### config.mk
export PLATFORM = sky130hd
export DESIGN_NAME = fifo_uart_tx_flat
export DESIGN_NICKNAME = d
export VERILOG_FILES = /design/src/rtl/fifo_uart_pkg.sv /design/src/rtl/fifo_uart_tx_if.sv /design/src/rtl/uart_baud_counter.sv /design/src/rtl/fifo_uart_tx.sv /design/src/flat_wrapper.sv
export SDC_FILE = /design/constraint.sdc
export NUM_CORES = 1
export LEC_CHECK = 0
export CORE_ASPECT_RATIO = 0.9
export CORE_MARGIN = 1.5
export CORE_UTILIZATION = 54
export DETAILED_ROUTE_END_ITERATION = 8
export MAX_ROUTING_LAYER = met4
export PLACE_DENSITY = 0.77
export REMOVE_ABC_BUFFERS = 1
export SLEW_MARGIN = 20
export SYNTH_ARGS = -nofsm -noshare
export SYNTH_HDL_FRONTEND = slang
export SYNTH_SLANG_ARGS = --single-unit
export TNS_END_PERCENT = 30
### constraint.sdc
create_clock -name clk -period 2.5 [get_ports clk]
set_input_delay 0.375 -clock clk [delete_from_list [all_inputs] [get_ports clk]]
set_output_delay 0.375 -clock clk [all_outputs]
set_load 0.005 [all_outputs]
### src/rtl/fifo_uart_pkg.sv
// Shared definitions for the FIFO-to-UART drain stage: FSM state encoding and
// default timing constants used by the RTL and the bench.
package fifo_uart_pkg;

  typedef enum logic [2:0] {
    ST_IDLE  = 3'd0,
    ST_FETCH = 3'd1,
    ST_START = 3'd2,
    ST_DATA  = 3'd3,
    ST_STOP  = 3'd4
  } tx_state_e;

  // 100 MHz system clock, 115200 baud
  localparam int DEF_CLKS_PER_BIT = 868;
  localparam int DEF_RD_LATENCY   = 2;

endpackage

### src/rtl/fifo_uart_tx_if.sv
// FIFO read-port bundle between the FIFO controller (slave) and the UART
// drain stage (master), which owns the pop strobe.
interface fifo_uart_tx_if;
  logic       fifo_empty;
  logic [7:0] fifo_dout;
  logic       fifo_rd_en;

  modport master (input fifo_empty, input fifo_dout, output fifo_rd_en);
  modport slave  (output fifo_empty, output fifo_dout, input fifo_rd_en);
endinterface

### src/rtl/uart_baud_counter.sv
// Bit-time counter: counts 0..CLKS_PER_BIT-1, held at zero while clr is high.
// bit_next_end flags that the following cycle is the last one of a bit.
module uart_baud_counter
  import fifo_uart_pkg::*;
#(
  parameter int CLKS_PER_BIT = DEF_CLKS_PER_BIT
) (
  input  logic clk,
  input  logic rst,
  input  logic clr,
  output logic bit_end,
  output logic bit_next_end
);

  localparam int CNT_W = $clog2(CLKS_PER_BIT);
  localparam logic [CNT_W-1:0] LAST = CNT_W'(CLKS_PER_BIT - 1);

  logic [CNT_W-1:0] cnt_q;
  logic [CNT_W-1:0] cnt_d;

  assign bit_end      = (cnt_q == LAST);
  assign bit_next_end = (cnt_d == LAST);

  always_comb begin
    cnt_d = cnt_q + CNT_W'(1);
    if (clr || bit_end) begin
      cnt_d = '0;
    end
  end

  always_ff @(posedge clk) begin
    if (rst) begin
      cnt_q <= '0;
    end else begin
      cnt_q <= cnt_d;
    end
  end

endmodule

### src/rtl/fifo_uart_tx.sv
// Drains the byte FIFO one entry at a time and serialises each byte as an
// 8N1 UART frame. Every output is a flop loaded from next-state lookahead.
module fifo_uart_tx
  import fifo_uart_pkg::*;
#(
  parameter int CLKS_PER_BIT = DEF_CLKS_PER_BIT,
  parameter int RD_LATENCY   = DEF_RD_LATENCY
) (
  input  logic           clk,
  input  logic           rst,
  fifo_uart_tx_if.master fifo,
  output logic           tx,
  output logic           busy,
  output logic           byte_done
);

  localparam int FW = (RD_LATENCY > 1) ? $clog2(RD_LATENCY) : 1;
  localparam logic [FW-1:0] FETCH_LAST = FW'(RD_LATENCY - 1);

  tx_state_e     state_q, state_d;
  logic [FW-1:0] fetch_cnt_q, fetch_cnt_d;
  logic [2:0]    bit_idx_q, bit_idx_d;
  logic [7:0]    shift_q, shift_d;
  logic          tx_q, tx_d;
  logic          busy_q, busy_d;
  logic          rd_en_q, rd_en_d;
  logic          byte_done_q, byte_done_d;

  logic baud_clr;
  logic bit_end;
  logic bit_next_end;

  // Counter idles at zero outside the serial states so each bit starts clean
  assign baud_clr = (state_q == ST_IDLE) || (state_q == ST_FETCH);

  uart_baud_counter #(
    .CLKS_PER_BIT(CLKS_PER_BIT)
  ) u_baud (
    .clk         (clk),
    .rst         (rst),
    .clr         (baud_clr),
    .bit_end     (bit_end),
    .bit_next_end(bit_next_end)
  );

  always_comb begin
    state_d     = state_q;
    fetch_cnt_d = '0;
    bit_idx_d   = bit_idx_q;
    shift_d     = shift_q;
    case (state_q)
      ST_IDLE: begin
        bit_idx_d = '0;
        if (!fifo.fifo_empty) begin
          state_d = ST_FETCH;
        end
      end
      ST_FETCH: begin
        // The wait covers a head-byte RAM write that landed during IDLE
        if (fetch_cnt_q == FETCH_LAST) begin
          shift_d = fifo.fifo_dout;
          state_d = ST_START;
        end else begin
          fetch_cnt_d = fetch_cnt_q + FW'(1);
        end
      end
      ST_START: begin
        if (bit_end) begin
          state_d = ST_DATA;
        end
      end
      ST_DATA: begin
        if (bit_end) begin
          shift_d = {1'b0, shift_q[7:1]};
          if (bit_idx_q == 3'd7) begin
            bit_idx_d = '0;
            state_d   = ST_STOP;
          end else begin
            bit_idx_d = bit_idx_q + 3'd1;
          end
        end
      end
      ST_STOP: begin
        if (bit_end) begin
          state_d = ST_IDLE;
        end
      end
      default: state_d = ST_IDLE;
    endcase
  end

  // Output lookahead: decode the state the next cycle will be in
  always_comb begin
    rd_en_d     = (state_d == ST_FETCH) && (fetch_cnt_d == FETCH_LAST);
    busy_d      = (state_d != ST_IDLE);
    byte_done_d = (state_q == ST_STOP) && bit_next_end;
    case (state_d)
      ST_START: tx_d = 1'b0;
      ST_DATA:  tx_d = shift_d[0];
      default:  tx_d = 1'b1;
    endcase
  end

  always_ff @(posedge clk) begin
    if (rst) begin
      state_q     <= ST_IDLE;
      fetch_cnt_q <= '0;
      bit_idx_q   <= '0;
      shift_q     <= '0;
      tx_q        <= 1'b1;
      busy_q      <= 1'b0;
      rd_en_q     <= 1'b0;
      byte_done_q <= 1'b0;
    end else begin
      state_q     <= state_d;
      fetch_cnt_q <= fetch_cnt_d;
      bit_idx_q   <= bit_idx_d;
      shift_q     <= shift_d;
      tx_q        <= tx_d;
      busy_q      <= busy_d;
      rd_en_q     <= rd_en_d;
      byte_done_q <= byte_done_d;
    end
  end

  assign tx              = tx_q;
  assign busy            = busy_q;
  assign byte_done       = byte_done_q;
  assign fifo.fifo_rd_en = rd_en_q;

endmodule

### src/flat_wrapper.sv
// flat-port wrapper written by rule: the top's interface ports become plain ports
module fifo_uart_tx_flat import fifo_uart_pkg::*;
#(
  parameter int CLKS_PER_BIT = DEF_CLKS_PER_BIT,
  parameter int RD_LATENCY   = DEF_RD_LATENCY
)
  (clk, rst, tx, busy, byte_done, fifo_fifo_empty, fifo_fifo_dout, fifo_fifo_rd_en);
  fifo_uart_tx_if fifo_i ();
  input  logic clk;
  input  logic rst;
  output logic tx;
  output logic busy;
  output logic byte_done;
  input wire logic [$bits(fifo_i.fifo_empty)-1:0] fifo_fifo_empty;
  input wire logic [$bits(fifo_i.fifo_dout)-1:0] fifo_fifo_dout;
  output wire logic [$bits(fifo_i.fifo_rd_en)-1:0] fifo_fifo_rd_en;
  assign fifo_i.fifo_empty = fifo_fifo_empty;
  assign fifo_i.fifo_dout = fifo_fifo_dout;
  assign fifo_fifo_rd_en = fifo_i.fifo_rd_en;
  fifo_uart_tx #(.CLKS_PER_BIT(CLKS_PER_BIT), .RD_LATENCY(RD_LATENCY)) u_core (.clk(clk), .rst(rst), .fifo(fifo_i), .tx(tx), .busy(busy), .byte_done(byte_done));
endmodule
======== Word-level counts from Yosys, hierarchy flattened ========
Cells that the tools add are included.
storage, ports and cells
  register bits ........................... 29
  word-level logic and storage cells ...... 52
operators by class
  add/subtract/negate cells ............... 3
  equality and inequality tests ........... 12
  mux-type cells .......................... 17
  reduce and logical (&&, ||, !) cells .... 10
operators with widths
  cell                                                                      number
  3-bit two-way mux                                                         8
  10-bit equality test (second input constant)                              2
  8-bit two-way mux                                                         2
  8-bit case mux with 2 select lines                                        1
  3-bit case mux with 5 select lines                                        1
  3-bit by 2-bit equality test with 1-bit output (second input constant)    4
  10-bit by 1-bit adder with 10-bit output (second input constant)          1
  10-bit two-way mux                                                        1
  3-bit by 1-bit equality test with 1-bit output (second input constant)    2
  3-bit equality test (second input constant)                               2
  3-bit case mux with 2 select lines                                        1
  2-bit nonzero test                                                        2
  3-bit by 1-bit adder with 3-bit output (second input constant)            1
  3-bit zero test                                                           1
  3-bit AND reduction                                                       1
  3-bit nonzero test                                                        1
  1-bit logical AND                                                         2
  1-bit logical OR                                                          2
  1-bit two-way mux                                                         2
  2-bit by 1-bit inequality test with 1-bit output (second input constant)  1
  2-bit inequality test (second input constant)                             1
  1-bit case mux with 2 select lines                                        1
  2-bit AND reduction                                                       1
  1-bit adder (second input constant)                                       1

======== Logic depth before layout (Yosys ltp) ========
  word-level depth ........................ 6
  mapped depth ............................ 8
  depth with buffers taken out ............ 7

======== By module ========
From an unflattened synthesis, not the netlist that was laid out.
second synthesis, totals
  cell total of the unflattened synthesis .. 159
  area, all modules ....................... 1,436.4 µm²
by module, submodules not included
  module             times used  cells an instance  area an instance (µm²)  seq. area each (µm²)
  fifo_uart_tx       1           98                 913.4                   380.4
  uart_baud_counter  1           61                 523.0                   200.2

======== Worst setup path after synthesis ========
Ideal clock, no wire load.
  path type ............................... register to register
  start ................................... register u_core.u_baud.cnt_q[0]
  end ..................................... register u_core.busy_q, in the netlist u_core.busy
  library setup time ...................... 0.127 ns
  data arrival time ....................... 2.072 ns
  setup slack ............................. 0.301 ns
  stages on the path, launching flop included .. 8
  buffers on the path ..................... 1
  period minus slack after synthesis ...... 2.199 ns
  cells stage by stage .................... dfxtp_1 ha_1 clkbuf_1 nand3b_1 or4_4 a221oi_2 nor2_1 or3_1
on the way
  word-level cells in the longest chain between the ends .. 4
RTL lines
  element                                      line                                                        source
  from (decl)                                  uart_baud_counter.sv:18                                     logic [CNT_W-1:0] cnt_q;
  from (signal assigned)                       uart_baud_counter.sv:35                                     cnt_q <= cnt_d;
  10-bit equality test (*)                     uart_baud_counter.sv:21                                     assign bit_end = (cnt_q == LAST);
  3-bit two-way mux, on equally long branches  fifo_uart_tx.sv:84, fifo_uart_tx.sv:68, fifo_uart_tx.sv:73
  3-bit case mux with 5 select lines (*)       fifo_uart_tx.sv:51                                          case (state_q)
  3-bit nonzero test (*)                       fifo_uart_tx.sv:95                                          busy_d = (state_d != ST_IDLE);
  to (signal assigned)                         fifo_uart_tx.sv:120                                         busy_q <= busy_d;
  to (decl)                                    fifo_uart_tx.sv:25                                          logic busy_q, busy_d;
Mark *: on every way between the ends. The rest lies on a longest branch, timed or not.
A chain may end at the register's enable or synchronous reset.

======== Worst setup path in the final report ========
Same ends and word-level chain as after synthesis.

==> reports/metrics.cfg <==
[synthesis]
synth-simple-area-share_pct = 29.50
avgSynthCellArea_um2 = 8.568
synth_edf_count = 0
async_flop_share_pct = 0
ys_warn_count = 0
syn_inst = 151
synthTopCellsByArea = dfxtp_1 45%, nor2_1 5.2%, a21oi_1 4.6%, nand2_1 4.1%, nand3_1 3.9%
synth.cell_area_um2 = 1294
synth_compound_area_share_pct = 13.25
yosys.area_share.adder_pct = 2.901
synth_top_family_by_area = simple AND/OR/NAND/NOR gates
ys_ff_latch = 29
synthMuxAreaShare_pct = 0.7737
synth_top_area_share_pct = 44.87
synth_cell_type_count = 34
synthXorXnorAreaFrac_pct = 5.416
synthFlopType = dfxtp_1
yosysSeqAreaShare_pct = 44.87
synth_top_area_cell = dfxtp_1

[clock_network]
insertion_delay_ps = 340
clk_pin_slew_ps = 80
postCtsHoldBufs = 0
post_cts_resized = 0
cts_made_buffers = 5
cts-root-buf = clkbuf_4
clock_sinks = 29
htreeDepth = 2
postCtsSetupRepairBufs = 0
clockBufferDepth = 2
cts_tree = yes

[route]
first_iter_violations = 24
viasPerCell = 5.639
wire_per_inst_um = 13.25
vias = 1094
drt_pass1_iterations = 4
drc = 0
routed_wl_mm = 2.571
detail-route-antenna-nets = 0

[power_and_ir_drop]
switchingPower_w = 0.0001915
switching_share_pct = 23.09
pwr-share-clk_pct = 35.0
seq_power_share_pct = 58.0
p_per_area_nw_per_um2 = 547.7
internal-power_w = 0.0006378
ir_worst_vdd_uv = 446.2
power_frac_comb_pct = 7.0
power.total_w = 0.0008292
p_leak_nw = 0.5209

[setup_path]
required_ps = 2720
cp_max_fo = 7
r2r-end = u_core.busy
setup.worst_path.start = u_core.u_baud.cnt_q[0]
worstSetupPathType = reg -> reg
critPathArrivalTime_ps = 2490
reg2reg_from = u_core.u_baud.cnt_q[0]
rrSetupSlack_ps = 240
end_kind = flip-flop
startpoint_type = flip-flop
rr_worst_depth = 6

[final_layout]
final_nets = 181
fin_area_um2 = 1514
syn2layout_area_growth_pct = 17.02
mostFrequentLayoutCell = dfxtp_1
drive_gt1_share_pct = 8.383
final_cell_mix = 29 x dfxtp_1, 18 x nor2_1, 14 x nand2_1, 14 x clkdlybuf4s50_1, 12 x a21oi_1
fillers = 186
antenna_cells = 0

[job]
drv_cap = 0

[floorplan]
die_y_um = 49.44
die_area_um2 = 2699
die-width_um = 54.60
rows = 16
core_area_um2 = 2222
ios = 15
start_util_pct = 58.22

[global_route]
grt_max_degree = 12
grt_usage_pct = 22.63
grt_pass1_wl_mm = 4.222
grt_pass1_vias = 947
grt_overflow = 0
grt_antenna_before_repair = 0

[placement]
dp_hpwl_mm = 1.898
place_ws_ps = 241.4
place.gp.congestion = 0.8532
dpl-instance-area_um2 = 1459
portBuffers = 14

[timing]
worst_slack_ps = 235.2
worstMarginPinSlew_ps = 715.6
fin_crit_sh_pct = 90.59
finalMaxSlewViolations = 0
maxSlewHeadroom_pct = 52.19
hold_viol = 0
rsz0062_at_grt = false
setup_viol = 0
whs_ps = 459.4
fin_worst_skew_ps = 8.072
min_period_ps = 2265
timing.fmax_mhz = 441.5

[worst_hold_path]
min-delay-start = u_core.shift_q[5]
worst_hold_path.num_cells = 2
min_to = u_core.shift_q[5]
min_path_type = reg -> reg

[run_status]
status = complete, no violations

-- layout make-up --
class	count	area (um2)	share of cell area (%)
clock buffer	7	55.05	3.636
inverter	3	11.26	0.7438
multi-input combinational	111	670.6	44.30
sequential	29	580.6	38.35
tap	27	33.78	2.231
timing repair buffer	17	162.7	10.74
-- layer usage --
layer / global-route usage, % / part of all wire, %
met5: - / 0
met4: 12.50 / 2.5
met3: 7.362 / 4.0
met2: 27.98 / 41
met1: 31.67 / 52
-- worst max-delay path by stage --
stage | slack (ps) | cells past startpoint | to
global placement | 320 | 6 | u_core.busy
CTS | 220 | 6 | u_core.busy
detailed placement | 240 | 6 | u_core.busy
floorplan | -50 | 6 | u_core.tx
finish | 240 | 6 | u_core.busy
global route | 40 | 6 | u_core.busy
-- per-stage QoR --
step / setup TNS, ps / instances / util [%]
2_1_floorplan: -49.20 / 143 / -
3_3_place_gp: 0 / 187 / 65.65
3_5_place_dp: 0 / 187 / 65.65
4_1_cts: 0 / 194 / 68.13
5_1_grt: 0 / 194 / 68.13
6_report: 0 / 194 / 68.13
-- power by group through the flow --
stage                     sequential [W]  clock (W)  combinational, W
final                           0.000481   0.000290         0.0000582
after CTS                       0.000481   0.000297         0.0000582
after floorplan                 0.000490          0         0.0000240
after global placement          0.000491          0         0.0000560
after global routing            0.000483   0.000314         0.0000634
after detailed placement        0.000492          0         0.0000581
-- synthesized netlist by cell type (2+ instances only) --
| master | n |
|---|---|
| nand3b_1 | 2 |
| nor3_1 | 5 |
| a22oi_1 | 6 |
| clkbuf_1 | 7 |
| nand3_1 | 10 |
| or3_1 | 4 |
| nand2_1 | 14 |
| nor4b_1 | 2 |
| nor3b_1 | 2 |
| inv_1 | 3 |
| o21ai_0 | 2 |
| xnor2_1 | 5 |
| dfxtp_1 | 29 |
| a21oi_1 | 12 |
| nor2_1 | 18 |
| nor4_1 | 4 |
| ha_1 | 3 |
| nor2b_1 | 4 |
| nand2b_1 | 2 |
| xor2_1 | 3 |
-- sequential cells by signal (all words and copies together) (netlist names) --
signal / cells
u_core.fifo.fifo_rd_en: 1
u_core.byte_done: 1
u_core.fetch_cnt_q: 1
u_core.tx: 1
u_core.shift_q: 8
u_core.busy: 1
u_core.state_q: 3
u_core.u_baud.cnt_q: 10
u_core.bit_idx_q: 3
-- worst max-delay path: stages (launching register included) --
cell and delay (ps):
dfxtp_1 410, ha_1 320, nand3b_1 170, or4_4 510
a221oi_2 310, nor2_1 80, or3_1 350
-- logic make-up after synthesis --
| group | after synthesis |
|---|---|
| adders and majority gates | 3 |
| buffers and inverters | 11 |
| muxes | 1 |
| DFF | 29 |
| xor gates and xnor gates | 8 |
| AOI/OAI and AO/OA | 26 |
| and+or+nand+nor | 73 |
Note: power is estimated with default switching activity, not from simulation.
